`src/rtl/spi_master_arbiter_pkg.sv`:
```
// spi_arb_pkg
// Shared definitions for the SPI master arbiter: FSM state encoding,
// default word width / requester count, and an index-width helper.
// No ports (package).
package spi_arb_pkg;

  localparam int DWIDTH_DEF = 8;
  localparam int NREQ_DEF   = 4;

  typedef enum logic [2:0] {
    ST_IDLE      = 3'd0,
    ST_LAUNCH    = 3'd1,
    ST_WAIT_BUSY = 3'd2,
    ST_XFER      = 3'd3,
    ST_COMPLETE  = 3'd4
  } spi_arb_state_t;

  // Bits needed to index n requesters (at least one bit).
  function automatic int idx_width(input int n);
    return (n > 1) ? $clog2(n) : 1;
  endfunction

endpackage

```
`src/rtl/spi_master_arbiter_rr.sv`:
```
// rr_arbiter
// Combinational round-robin picker. The search starts at rr_ptr and walks
// upward with wrap-around; the first requester found wins.
// Ports:
//   req     in  NREQ : request vector
//   rr_ptr  in  IW   : index where the search starts
//   winner  out NREQ : one-hot winner (all zero when req is zero)
//   win_idx out IW   : index of the winner (zero when req is zero)
module rr_arbiter
  import spi_arb_pkg::*;
#(
  parameter int NREQ = NREQ_DEF,
  parameter int IW   = idx_width(NREQ)
) (
  input  logic [NREQ-1:0] req,
  input  logic [IW-1:0]   rr_ptr,
  output logic [NREQ-1:0] winner,
  output logic [IW-1:0]   win_idx
);

  // Rotated priority search; sum is one bit wider so ptr + i cannot overflow.
  always_comb begin
    logic          found;
    logic [IW:0]   sum;
    logic [IW-1:0] cand;
    winner  = '0;
    win_idx = '0;
    found   = 1'b0;
    sum     = '0;
    cand    = '0;
    for (int i = 0; i < NREQ; i++) begin
      sum = {1'b0, rr_ptr} + (IW+1)'(i);
      if (sum >= (IW+1)'(NREQ)) begin
        sum = sum - (IW+1)'(NREQ);
      end else begin
        sum = sum;
      end
      cand = sum[IW-1:0];
      if (!found && req[cand]) begin
        winner[cand] = 1'b1;
        win_idx      = cand;
        found        = 1'b1;
      end else begin
        found = found;
      end
    end
  end

endmodule

```
`src/rtl/spi_master_arbiter.sv`:
```
// spi_master_arbiter
// Shares one spi_master among NREQ requesters. A round-robin winner is
// granted, its byte is launched on the master, and once the master's busy
// has risen and fallen the captured MISO byte is returned with a one-cycle
// done pulse to the owner.
// Optional feature: define SPI_ARB_TIMEOUT_EN to add a watchdog that ends a
// stuck transfer after TIMEOUT_CYC cycles, returns all ones and sets the
// sticky timeout flag.
// Ports:
//   clk, reset   : clock (rising edge), async active-high reset
//   req          : level requests, one bit per requester
//   req_data     : MOSI bytes, requester i at [i*DWIDTH +: DWIDTH]
//   grant        : one-hot owner of the current transfer
//   done         : one-cycle completion pulse to the owner
//   rsp_data     : MISO byte, valid with done and held until the next done
//   timeout      : sticky watchdog flag (only with SPI_ARB_TIMEOUT_EN)
//   m_start, m_mosi_data, m_busy, m_miso_data : spi_master handshake
module spi_master_arbiter
  import spi_arb_pkg::*;
#(
  parameter int DWIDTH      = DWIDTH_DEF,
  parameter int NREQ        = NREQ_DEF,
  parameter int TIMEOUT_CYC = 255
) (
  input  logic                   clk,
  input  logic                   reset,
  input  logic [NREQ-1:0]        req,
  input  logic [NREQ*DWIDTH-1:0] req_data,
  output logic [NREQ-1:0]        grant,
  output logic [NREQ-1:0]        done,
  output logic [DWIDTH-1:0]      rsp_data,
`ifdef SPI_ARB_TIMEOUT_EN
  output logic                   timeout,
`endif
  output logic                   m_start,
  output logic [DWIDTH-1:0]      m_mosi_data,
  input  logic                   m_busy,
  input  logic [DWIDTH-1:0]      m_miso_data
);

  localparam int IW = idx_width(NREQ);

  spi_arb_state_t    state;
  spi_arb_state_t    state_next;
  logic [NREQ-1:0]   win_onehot;
  logic [IW-1:0]     win_idx;
  logic [IW-1:0]     rr_ptr;
  logic [IW-1:0]     owner;
  logic [DWIDTH-1:0] win_data;
  logic [DWIDTH-1:0] rsp_next;
  logic              to_hit;

  rr_arbiter #(.NREQ(NREQ), .IW(IW)) u_rr (
    .req     (req),
    .rr_ptr  (rr_ptr),
    .winner  (win_onehot),
    .win_idx (win_idx)
  );

  // Select the winner's MOSI byte with constant slices only.
  always_comb begin
    win_data = '0;
    for (int i = 0; i < NREQ; i++) begin
      if (win_idx == IW'(i)) begin
        win_data = req_data[i*DWIDTH +: DWIDTH];
      end else begin
        win_data = win_data;
      end
    end
  end

`ifdef SPI_ARB_TIMEOUT_EN
  localparam int CW = $clog2(TIMEOUT_CYC + 1);
  logic [CW-1:0] wd_cnt;
  logic          to_flag;

  assign to_hit   = ((state == ST_WAIT_BUSY) || (state == ST_XFER)) &&
                    (wd_cnt == CW'(TIMEOUT_CYC - 1));
  assign rsp_next = to_flag ? {DWIDTH{1'b1}} : m_miso_data;

  // Watchdog: counts cycles spent waiting on the master; to_flag marks that
  // the coming COMPLETE was forced, and timeout latches until reset.
  always_ff @(posedge clk or posedge reset) begin
    if (reset) begin
      wd_cnt  <= '0;
      to_flag <= 1'b0;
      timeout <= 1'b0;
    end else begin
      if ((state == ST_WAIT_BUSY) || (state == ST_XFER)) begin
        wd_cnt <= to_hit ? '0 : wd_cnt + CW'(1);
      end else begin
        wd_cnt <= '0;
      end
      if (to_hit) begin
        to_flag <= 1'b1;
      end else if (state == ST_COMPLETE) begin
        to_flag <= 1'b0;
      end
      if ((state == ST_COMPLETE) && to_flag) begin
        timeout <= 1'b1;
      end
    end
  end
`else
  assign to_hit   = 1'b0;
  assign rsp_next = m_miso_data;
`endif

  // State register.
  always_ff @(posedge clk or posedge reset) begin
    if (reset) begin
      state <= ST_IDLE;
    end else begin
      state <= state_next;
    end
  end

  // Next-state logic; busy is only examined after the launch cycle, so a
  // busy already high in IDLE does not stall LAUNCH.
  always_comb begin
    state_next = state;
    case (state)
      ST_IDLE: begin
        if (|req) state_next = ST_LAUNCH;
        else      state_next = ST_IDLE;
      end
      ST_LAUNCH:    state_next = ST_WAIT_BUSY;
      ST_WAIT_BUSY: begin
        if (to_hit)      state_next = ST_COMPLETE;
        else if (m_busy) state_next = ST_XFER;
        else             state_next = ST_WAIT_BUSY;
      end
      ST_XFER: begin
        if (to_hit || !m_busy) state_next = ST_COMPLETE;
        else                   state_next = ST_XFER;
      end
      ST_COMPLETE:  state_next = ST_IDLE;
      default:      state_next = ST_IDLE;
    endcase
  end

  // Registered outputs: grant/owner/MOSI latch in IDLE, start pulse after
  // LAUNCH, response capture and pointer rotation in COMPLETE.
  always_ff @(posedge clk or posedge reset) begin
    if (reset) begin
      grant       <= '0;
      done        <= '0;
      rsp_data    <= '0;
      m_start     <= 1'b0;
      m_mosi_data <= '0;
      rr_ptr      <= '0;
      owner       <= '0;
    end else begin
      m_start <= (state == ST_LAUNCH);
      done    <= '0;
      case (state)
        ST_IDLE: begin
          if (|req) begin
            grant       <= win_onehot;
            owner       <= win_idx;
            m_mosi_data <= win_data;
          end
        end
        ST_COMPLETE: begin
          rsp_data <= rsp_next;
          done     <= grant;
          grant    <= '0;
          rr_ptr   <= (owner == IW'(NREQ - 1)) ? '0 : owner + IW'(1);
        end
        default: begin
          grant <= grant;
        end
      endcase
    end
  end

endmodule

```
`config.mk`:
```
export PLATFORM = sky130hd
export DESIGN_NAME = spi_master_arbiter
export DESIGN_NICKNAME = d
export VERILOG_FILES = /design/src/rtl/spi_master_arbiter_pkg.sv /design/src/rtl/spi_master_arbiter_rr.sv /design/src/rtl/spi_master_arbiter.sv
export SDC_FILE = /design/constraint.sdc
export NUM_CORES = 1
export LEC_CHECK = 0
export BUFFER_PORTS_ARGS = -buffer_cell sky130_fd_sc_hd__buf_2
export CORE_MARGIN = 3
export CORE_UTILIZATION = 25
export DETAILED_ROUTE_END_ITERATION = 10
export GPL_TIMING_DRIVEN = 0
export HOLD_SLACK_MARGIN = 0.15
export PLACE_DENSITY_LB_ADDON = 0.15
export SLEW_MARGIN = 40
export SYNTH_ARGS = -nofsm -noshare
export SYNTH_HDL_FRONTEND = slang
export SYNTH_SLANG_ARGS = --single-unit
```
`constraint.sdc`:
```
create_clock -name clk -period 4.9 [get_ports clk]
set_clock_uncertainty 0.05 [all_clocks]
set_input_delay 0 -clock clk [delete_from_list [all_inputs] [get_ports clk]]
set_output_delay 0 -clock clk [all_outputs]
set_load 0.02 [all_outputs]
```
# Word level (Yosys, flattened, before mapping)
# Cells that the tools add are included.
# totals
regBits	32
inputBits	47
out_inout_bits	25
word_cells	99
# classes
n_addsub	8
magnitude_cmp	12
eq_ne	9
muxes	43
n_bitwise	3
reduce_logical	16
# ops
cell	count
two-way mux 8 bit	4
two-way mux 4 bit	6
two-way mux 2 bit	9
two-way mux 1 bit	13
< comparator 2 x 3 -> 1 bit (second input constant)	4
bitwise OR 4 bit	3
case mux 3 bit (4 select lines)	1
greater-or-equal comparator 3 bit (second input constant)	3
binary-select mux 1 bit (select 2 bit)	4
demux 1 bit (select 2 bit)	4
greater-or-equal comparator 2 x 1 -> 1 bit (second input constant)	4
case mux 4 bit (2 select lines)	1
subtractor 2 x 1 -> 2 bit (second input constant)	4
logical AND 1 bit	7
adder 2 x 2 -> 3 bit (second input constant)	2
equality test 2 bit (second input constant)	3
equality test 3 x 2 -> 1 bit (second input constant)	2
AND reduction 2 bit	2
OR reduction 4 bit	1
adder 2 x 1 -> 3 bit (second input constant)	1
equality test 3 x 1 -> 1 bit (second input constant)	1
equality test 3 bit (second input constant)	1
greater-or-equal comparator 2 x 3 -> 1 bit (second input constant)	1
logical NOT 1 bit	3
7 further kinds	7

# Longest topological paths before layout
# Gate-level depths: netlist of the first run.
# depth
ltp_word	19
depth_mapped	13
mapped_depth_nobuf	8

# By module
# A second synthesis of the first run with hierarchy kept.
# hier_totals
cells_unflattened	163
area_unflattened_um2	1984.4
# modules_own_cells
mod	instances	cells_each	area_each_um2	seq_area_each_um2
spi_master_arbiter	1	98	1495.2	800.8
rr_arbiter	1	65	489.2	0.0

# Worst setup path before layout of the first run
# OpenSTA, ideal clock, no wires.
# synth_path
path_type	flip-flop to flip-flop
startpoint	register rr_ptr[0]
endpoint	register m_mosi_data[0]
setup_time_ns	0.139
arrival_time_ns	3.130
required_time_ns	4.711
path_slack_ns	1.582
path_stages_with_launch	13
period_less_slack_ns	3.318
cell_sequence	dfrtp_1 -> buf_6 -> buf_4 -> clkinv_1 -> clkbuf_1 -> ha_1 -> clkbuf_1 -> mux2i_1 -> a2111oi_4 -> a311o_4 -> and2_1 -> a2111oi_1 -> a211oi_1
# synth_via
elab_chain_len	19
elab_cells_between_ends	44
cone_classes	7 x add/sub; 4 x order compare; 3 x eq/ne; 23 x mux; 7 x reduce/logical
# synth_lines
element	line	text
start, declared	spi_master_arbiter.sv:47	logic [IW-1:0] rr_ptr;
start signal, assigned	spi_master_arbiter.sv:168	rr_ptr <= (owner == IW'(NREQ - 1)) ? '0 : owner + IW'(1);
branches (longest 13 deep; another with adder 2 x 1 -> 3 bit)	--	
two-way mux 2 bit (*)	spi_master_arbiter_rr.sv:39	if (!found && req[cand]) begin
logical NOT 2 bit	spi_master_arbiter.sv:64	if (win_idx == IW'(i)) begin
two-way mux 8 bit (3 in series)	spi_master_arbiter.sv:64	
two-way mux 8 bit (*)	spi_master_arbiter.sv:64	
end signal, assigned	spi_master_arbiter.sv:161	m_mosi_data <= win_data;
end, declared	spi_master_arbiter.sv:36	output logic [DWIDTH-1:0] m_mosi_data,
# Mark *: on every way between the ends. The select of a mux whose other input is x is not followed.
# A chain may end at the register's enable or synchronous reset.

# Worst setup path after layout of the first run
# layout_path
startpoint	register rr_ptr[0]
endpoint	register m_mosi_data[1]
# The elaborated chain is that of the path after synthesis.

==> run metrics, run 1 <==
Detailed Routing Iterations Pass 1=4; final RePlAce weighted congestion=0.855; Clock Sinks=32; pwr/cell area=approximately 600 nW/um^2; crit start category=register; RSZ-0062 raised after global routing=no; gate count after technology mapping=260; Initial Util=a little over a quarter; top cells by area, synth=dfrtp_1 35%, a21oi_1 5.4%, mux2_2 5.4%, ha_1 4.9%, a221oi_1 4.2%; row cnt=34; Inst Count DP=about 440; post-route antenna net violation count=0; top-count cell post-synth=dfrtp_1; P&R area growth vs syn=41.2%; post-synthesis cell area=2310 sq um; Tcrit/Tclk final=93.3%; Root Buffer=clkbuf_8; IO Port Bufs=70; pins over their slew limit=0; Slowest cell on crit path=mux4_2; Syn. warnings=0; Tmin final=between 4 and 5 ns; EDFF count, synth=0; Core Box Area=between 8000 and 9000 sq um; Syn Area/Cell=around 8.9 sq um; Num CTS Buffers=5; drt drc=0; required time of the critical path=a little over 5 ns; nature of the critical path endpoint=register; Worst-path clk slew=roughly 0.080 ns; Crit path top cell by count=buf_2; max cap viols=0; hpwl dp=around 5.3 mm; Max Fclk=around 220 MHz; Total Neg Setup Slack=0 ns; Synth Register Bits=32; diode count=0; Die Y=102 microns; CTS tree=built; synth cell count leaders=32 x dfrtp_1, 25 x a21oi_1, 21 x nand2_1, 21 x nor2_1, 18 x o21ai_0; H-tree Lvls=2; overall die area=between 10000 and 15000 sq um; Final Hold Vio Count=0; critical path class=reg2reg; Rel. slew slack=approximately 53%; Worst Path Max Fanout=13; WL/cell=15.6 microns; worst hold path class=in2reg; final setup violation count=0; synthesized net count=about 320; worst skew pair latency=approximately 0.30 ns; arrival time worst endpoint=around 4.8 ns; clock buffer depth=2; first-pass GRT wire length=between 10 and 15 mm; dominant synthesized flop cell=dfrtp_1; GRT Util Overall=between 10% and 20%; Worst path max stage delay=~0.6 ns; share of the synthesized area in the top cell type=between 30 and 40%; GRT overflow=0; non-filler cells, final=480; VDD IR max=0.170 mV; Top-Level Pins=just over 70; Initial DRC Count=between 100 and 150; vias=roughly 2500; leakage=about 1.4 nW; sequential area share after synthesis=34.6%; share of layout cells above drive strength 1=29.6%; die width=between 100 and 150 microns; Post-synth ARST share=100%; largest net degree at the start of global routing=33; Worst Max-Slew Pin Slew=just over 0.7 ns; leading area contributor after synthesis=dfrtp_1; Routed WL=around 7.5 mm; Vias per Instance=around 5; Distinct cells, synth=44; # nets final=approximately 430; status=finished clean; cells along the critical path=buf_6 -> buf_4 -> clkinvlp_4 -> buf_2 -> ha_1 -> mux4_2 -> or2b_1 -> buf_2 -> buf_2 -> o21ai_0 -> a21oi_1 -> dlygate4sd3_1 -> a211oi_1 -> dlygate4sd3_1; initial antenna violation count=0; vias in the first global route=2353
[worst max-delay path: cells and delay by family, from the launching register on]
family / cells / cell delay (ns)
compound gates: 3 / 0.43
fa+ha+maj: 1 / 0.35
buf+inv: 8 / 2.39
flops: 1 / 0.46
mux: 1 / 0.59
simple gates: 1 / 0.24
[final timing paths]
kind / from / end / slack (ns) / cells after the start
setup / recovery: rr_ptr[0] / m_mosi_data[1] / 0.33 / 14
max in group asynchronous: reset / done[0] / 4.02 / 3
hold reg to reg: rsp_data[7] / rsp_data[7] / 0.45 / 1
setup reg to reg: rr_ptr[0] / m_mosi_data[1] / 0.33 / 14
min in group asynchronous: reset / m_mosi_data[4] / 0.31 / 3
hold / removal: req_data[8] / m_mosi_data[0] / 0.14 / 4
[metrics by stage]
| step | worst slack [ns] | hold slack [ns] | total power [W] | area, sq um | util [%] |
|---|---|---|---|---|---|
| 4_1_cts | 0.0503 | 0.172 | 0.00196 | 3260 | 36.9 |
| 6_report | 0.328 | 0.145 | 0.00196 | 3270 | 36.9 |
| 5_1_grt | 0.0259 | 0.197 | 0.00212 | 3270 | 36.9 |
| 3_5_place_dp | 0.908 | 0.119 | 0.00162 | 2810 | 31.8 |
| 3_3_place_gp | 0.640 | 0.184 | 0.00160 | 2800 | 31.6 |
| 2_1_floorplan | 1.58 | 0.0662 | 0.00128 | 2310 | - |
[layout make-up]
class                   instances  area (sq um)
repair buffers                104           691
fillers                       920          5580
well taps                     108           135
flip-flops and latches         32           801
multi-input cells             202          1410
clock buffers                   5          68.8
clock inverters                 3          42.5
plain buffers                  21          98.8
inverters                       5          22.5
[power breakdown]
part           switching, W  internal [W]
registers         0.0000689      0.000374
clock network      0.000114      0.000150
logic              0.000741      0.000508
total              0.000924       0.00103
[layout by cell type, fill, tap and decap left out, types with 9 or more instances in the layout]
cell type,n
a21oi_1,25
dlygate4sd3_1,34
o21ai_0,18
buf_2,77
clkbuf_1,12
ha_1,9
a211oi_1,9
nand3_1,16
nor2_1,21
nand2_1,21
dfrtp_1,32
mux2_2,11
a221oi_1,11
[logic make-up after synthesis]
kind of cell | share of synthesized area, %
simple gates | 19.8
compound gates | 26.5
flops | 34.6
buf+inv | 5.03
mux | 9.14
fa+ha+maj | 4.86
[state kept, by name, indices dropped and copies added (netlist names)]
signal and count:
rr_ptr 2, owner 2, done 4, m_start 1, state 3, rsp_data 8, grant 4, m_mosi_data 8
[routing by layer]
| layer | vias to the layer above | global-route usage, % | part of all wire (%) |
|---|---|---|---|
| li1 | 1197 | - | - |
| met1 | 1188 | 19.8 | 45 |
| met2 | 76 | 24.1 | 48 |
| met3 | 9 | 1.43 | 5.4 |
| met4 | 0 | 4.94 | 1.8 |
| met5 | - | 0 | 0 |
[what timing repair did]
item | 4_1_cts | 5_1_grt
buffers inserted | 0 | 0
endpoints found under the setup margin | 0 | 1
endpoints found under the hold margin | 51 | 0
gates resized for setup | 0 | 4
hold buffers | 34 | 0
No activity file was read; power rests on OpenSTA's default activity.
==> inputs of run 2 (changes only) <==
==> constraint.sdc (replaced) <==
create_clock -name clk -period 4.9 [get_ports clk]
set_clock_uncertainty 0.05 [all_clocks]
set_input_delay 0.49 -clock clk [delete_from_list [all_inputs] [get_ports clk]]
set_output_delay 0.49 -clock clk [all_outputs]
set_load 0.02 [all_outputs]
==> run 2 against run 1 <==
  * Power shrank 4.1%
  * Worst hold slack gained 0.10 ns
  * Via count shrank 5.4%
  * Utilization shrank 3.9 points
  * Fmax grew 14%
  * Die area is the same
  * Clock power is essentially flat
  * First-iteration DRC count grew 3.5%
  * Largest cell class unchanged
  * Global-route usage shrank 0.38 points
  * Critical path depth shrank 2
  * Non-clock buffer count shrank 34
==> run metrics, run 2 (synthesis results as in run 1) <==
worst skew pair latency=0.30 ns (about the same); leakage=1.28 nW (was 1.41 nW); largest registers=m_mosi_data (8), rsp_data (8) (unchanged); Reg2Reg Launch Point=rr_ptr[0] (unchanged); Hold Buf Count CTS=0 (was 34); Crit path top cell by count=clkbuf_1 (was buf_2); Worst-path clk slew=0.08 ns (about the same); critical path class=reg2reg (unchanged); Worst Path Max Fanout=13 (unchanged); initial antenna violation count=0 (unchanged); CTS tree=built (unchanged); Clock Sinks=32 (unchanged); Design Area, Final=2920 sq um (was 3270 sq um); crit start category=register (unchanged); Slowest cell on crit path=a2111oi_4 (was mux4_2); worst hold path class=in2async (was in2reg); Comb pwr share=62.4% (was 63.9%); diode count=0 (unchanged); sequential share of power=23.6% (was 22.6%); WL/cell=16.4 microns (was 15.6 microns); Vias per Instance=5.24 (was 5.15); cell family with most CP delay=buffers and inverters (unchanged); switch share=48.6% (was 47.2%); Final Hold Vio Count=0 (unchanged); hpwl dp=5.34 mm (unchanged); arrival time worst endpoint=4.16 ns (was 4.77 ns); final setup violation count=0 (unchanged); H-tree Lvls=2 (unchanged); first-pass GRT wire length=11.6 mm (was 12.0 mm); nature of the critical path endpoint=register (unchanged); highest-count cells in the layout ignoring fill and taps=76 x buf_2, 32 x dfrtp_1, 25 x a21oi_1 (was 77 x buf_2, 34 x dlygate4sd3_1, 32 x dfrtp_1); cells along the critical path=buf_6 -> buf_4 -> clkinv_1 -> clkbuf_1 -> ha_1 -> clkbuf_1 -> mux2i_1 -> a2111oi_4 -> a311o_4 -> and2_1 -> a2111oi_1 -> a211oi_1 (was buf_6 -> buf_4 -> clkinvlp_4 -> buf_2 -> ha_1 -> mux4_2 -> or2b_1 -> buf_2 -> buf_2 -> o21ai_0 -> a21oi_1 -> dlygate4sd3_1 -> a211oi_1 -> dlygate4sd3_1); GRT Util Overall=14.1% (was 14.5%); clock buffer depth=2 (unchanged); NetSw=0.000911 W (was 0.000924 W); Max Fclk=250 MHz (was 219 MHz); CTS resizes=0 (unchanged); pins over their slew limit=0 (unchanged); VDD IR max=0.168 mV (was 0.170 mV); pre-CTS setup slack=0.908 ns (unchanged); largest net degree at the start of global routing=33 (unchanged); row cnt=34 (unchanged); Clk pwr share=14.0% (was 13.5%); IO Port Bufs=70 (unchanged); RSZ-0062 raised after global routing=no (unchanged); FF-to-FF path depth=12 (was 14); drt drc=0 (unchanged); Routed WL=7.31 mm (was 7.49 mm); Core Box Area=8850 sq um (unchanged); overall die area=10500 sq um (unchanged); required time of the critical path=5.06 ns (was 5.09 ns); worst setup margin=0.901 ns (was 0.328 ns); pwr/cell area=642 nW/um^2 (was 599 nW/um^2); Worst path max stage delay=0.71 ns (was 0.59 ns); placed instance area=2810 sq um (unchanged); Root Buffer=clkbuf_8 (unchanged); vias in the first global route=2285 (was 2353); Initial Util=26.2% (unchanged); die width=102 microns (unchanged); FF-to-FF End=m_mosi_data[0] (was m_mosi_data[1]); status=finished clean (unchanged); flop2flop setup slack=0.90 ns (was 0.33 ns); GRT overflow=0 (unchanged); # nets final=393 (was 427); internal power=0.000964 W (was 0.00103 W); final RePlAce weighted congestion=0.855 (unchanged); Initial DRC Count=149 (was 144); max cap viols=0 (unchanged); post-route antenna net violation count=0 (unchanged); vias=2337 (was 2470); commonest non-fill, non-tap cell in the layout=buf_2 (unchanged); P&R area growth vs syn=26.3% (was 41.2%); Detailed Routing Iterations Pass 1=4 (unchanged); Worst Max-Slew Pin Slew=0.706 ns (was 0.707 ns); Tcrit/Tclk final=81.6% (was 93.3%); Total Neg Setup Slack=0 ns (unchanged); Rel. slew slack=52.8% (about the same); Top-Level Pins=72 (unchanged); Die Y=102 microns (unchanged); Critical path buffers and inverters=5 (was 8); Tmin final=4.00 ns (was 4.57 ns); Post-CTS Setup Inserts=0 (unchanged); share of layout cells above drive strength 1=32.0% (was 29.6%); Num CTS Buffers=5 (unchanged); final core occ=33.0% (was 36.9%)
-- run 2: cell types whose count changed in the layout (fill, tap and decap cells not counted), sizes merged --
cell	change
clkbuf	+1
clkinv	+1
buf	-1
clkinvlp	-1
dlygate4sd3	-34
-- run 2: stage by stage --
stage,power [W],instances,hold slack (ns)
2_1_floorplan,0.00128,260,0.418
3_3_place_gp,0.00160,438,0.433
3_5_place_dp,0.00162,438,0.440
4_1_cts,0.00189,446,0.283
5_1_grt,0.00203,446,0.307
6_report,0.00187,446,0.247
-- run 2: metal layers --
layer | track usage [%] | part of all wire [%] | up-vias
li1 | - | - | 1127
met1 | 19.1 | 45 | 1139
met4 | 5.05 | 1.6 | 0
met3 | 1.50 | 4.8 | 7
met2 | 23.4 | 48 | 64
met5 | 0 | 0 | -
-- run 2: how the worst max path moves through the flow --
stage | startpoint | to | slack, ns | cells past startpoint
4_1_cts | rr_ptr[0] | m_mosi_data[0] | 0.87 | 12
3_5_place_dp | rr_ptr[0] | m_mosi_data[0] | 0.91 | 12
6_report | rr_ptr[0] | m_mosi_data[0] | 0.90 | 12
2_1_floorplan | rr_ptr[0] | m_mosi_data[0] | 1.58 | 12
3_3_place_gp | rr_ptr[0] | m_mosi_data[7] | 0.64 | 12
5_1_grt | rr_ptr[0] | m_mosi_data[0] | 0.57 | 12
-- run 2: area by class of cell --
class	count	area, sq um
multi-input combinational	202	1410
tap	108	135
sequential	32	801
fill	945	5930
buffer	21	97.6
timing repair buffer	70	350
clock buffer	5	68.8
clock inverter	3	42.5
inverter	5	18.8
-- run 2: power by group through the flow --
stage                     Combinational (W)  Sequential, W  Clock, W
after floorplan                    0.000739       0.000540         0
after CTS                           0.00117       0.000444  0.000272
final                               0.00117       0.000442  0.000263
after global placement              0.00116       0.000444         0
after detailed placement            0.00117       0.000449         0
after global routing                0.00129       0.000459  0.000280
-- run 2: worst reg2reg max path: stages, from the launching register on --
cell and delay (ns):
dfrtp_1 0.46, buf_6 0.18, buf_4 0.20, clkinv_1 0.28
clkbuf_1 0.37, ha_1 0.43, clkbuf_1 0.35, mux2i_1 0.19
a2111oi_4 0.71, a311o_4 0.28, and2_1 0.15, a2111oi_1 0.05
a211oi_1 0.23
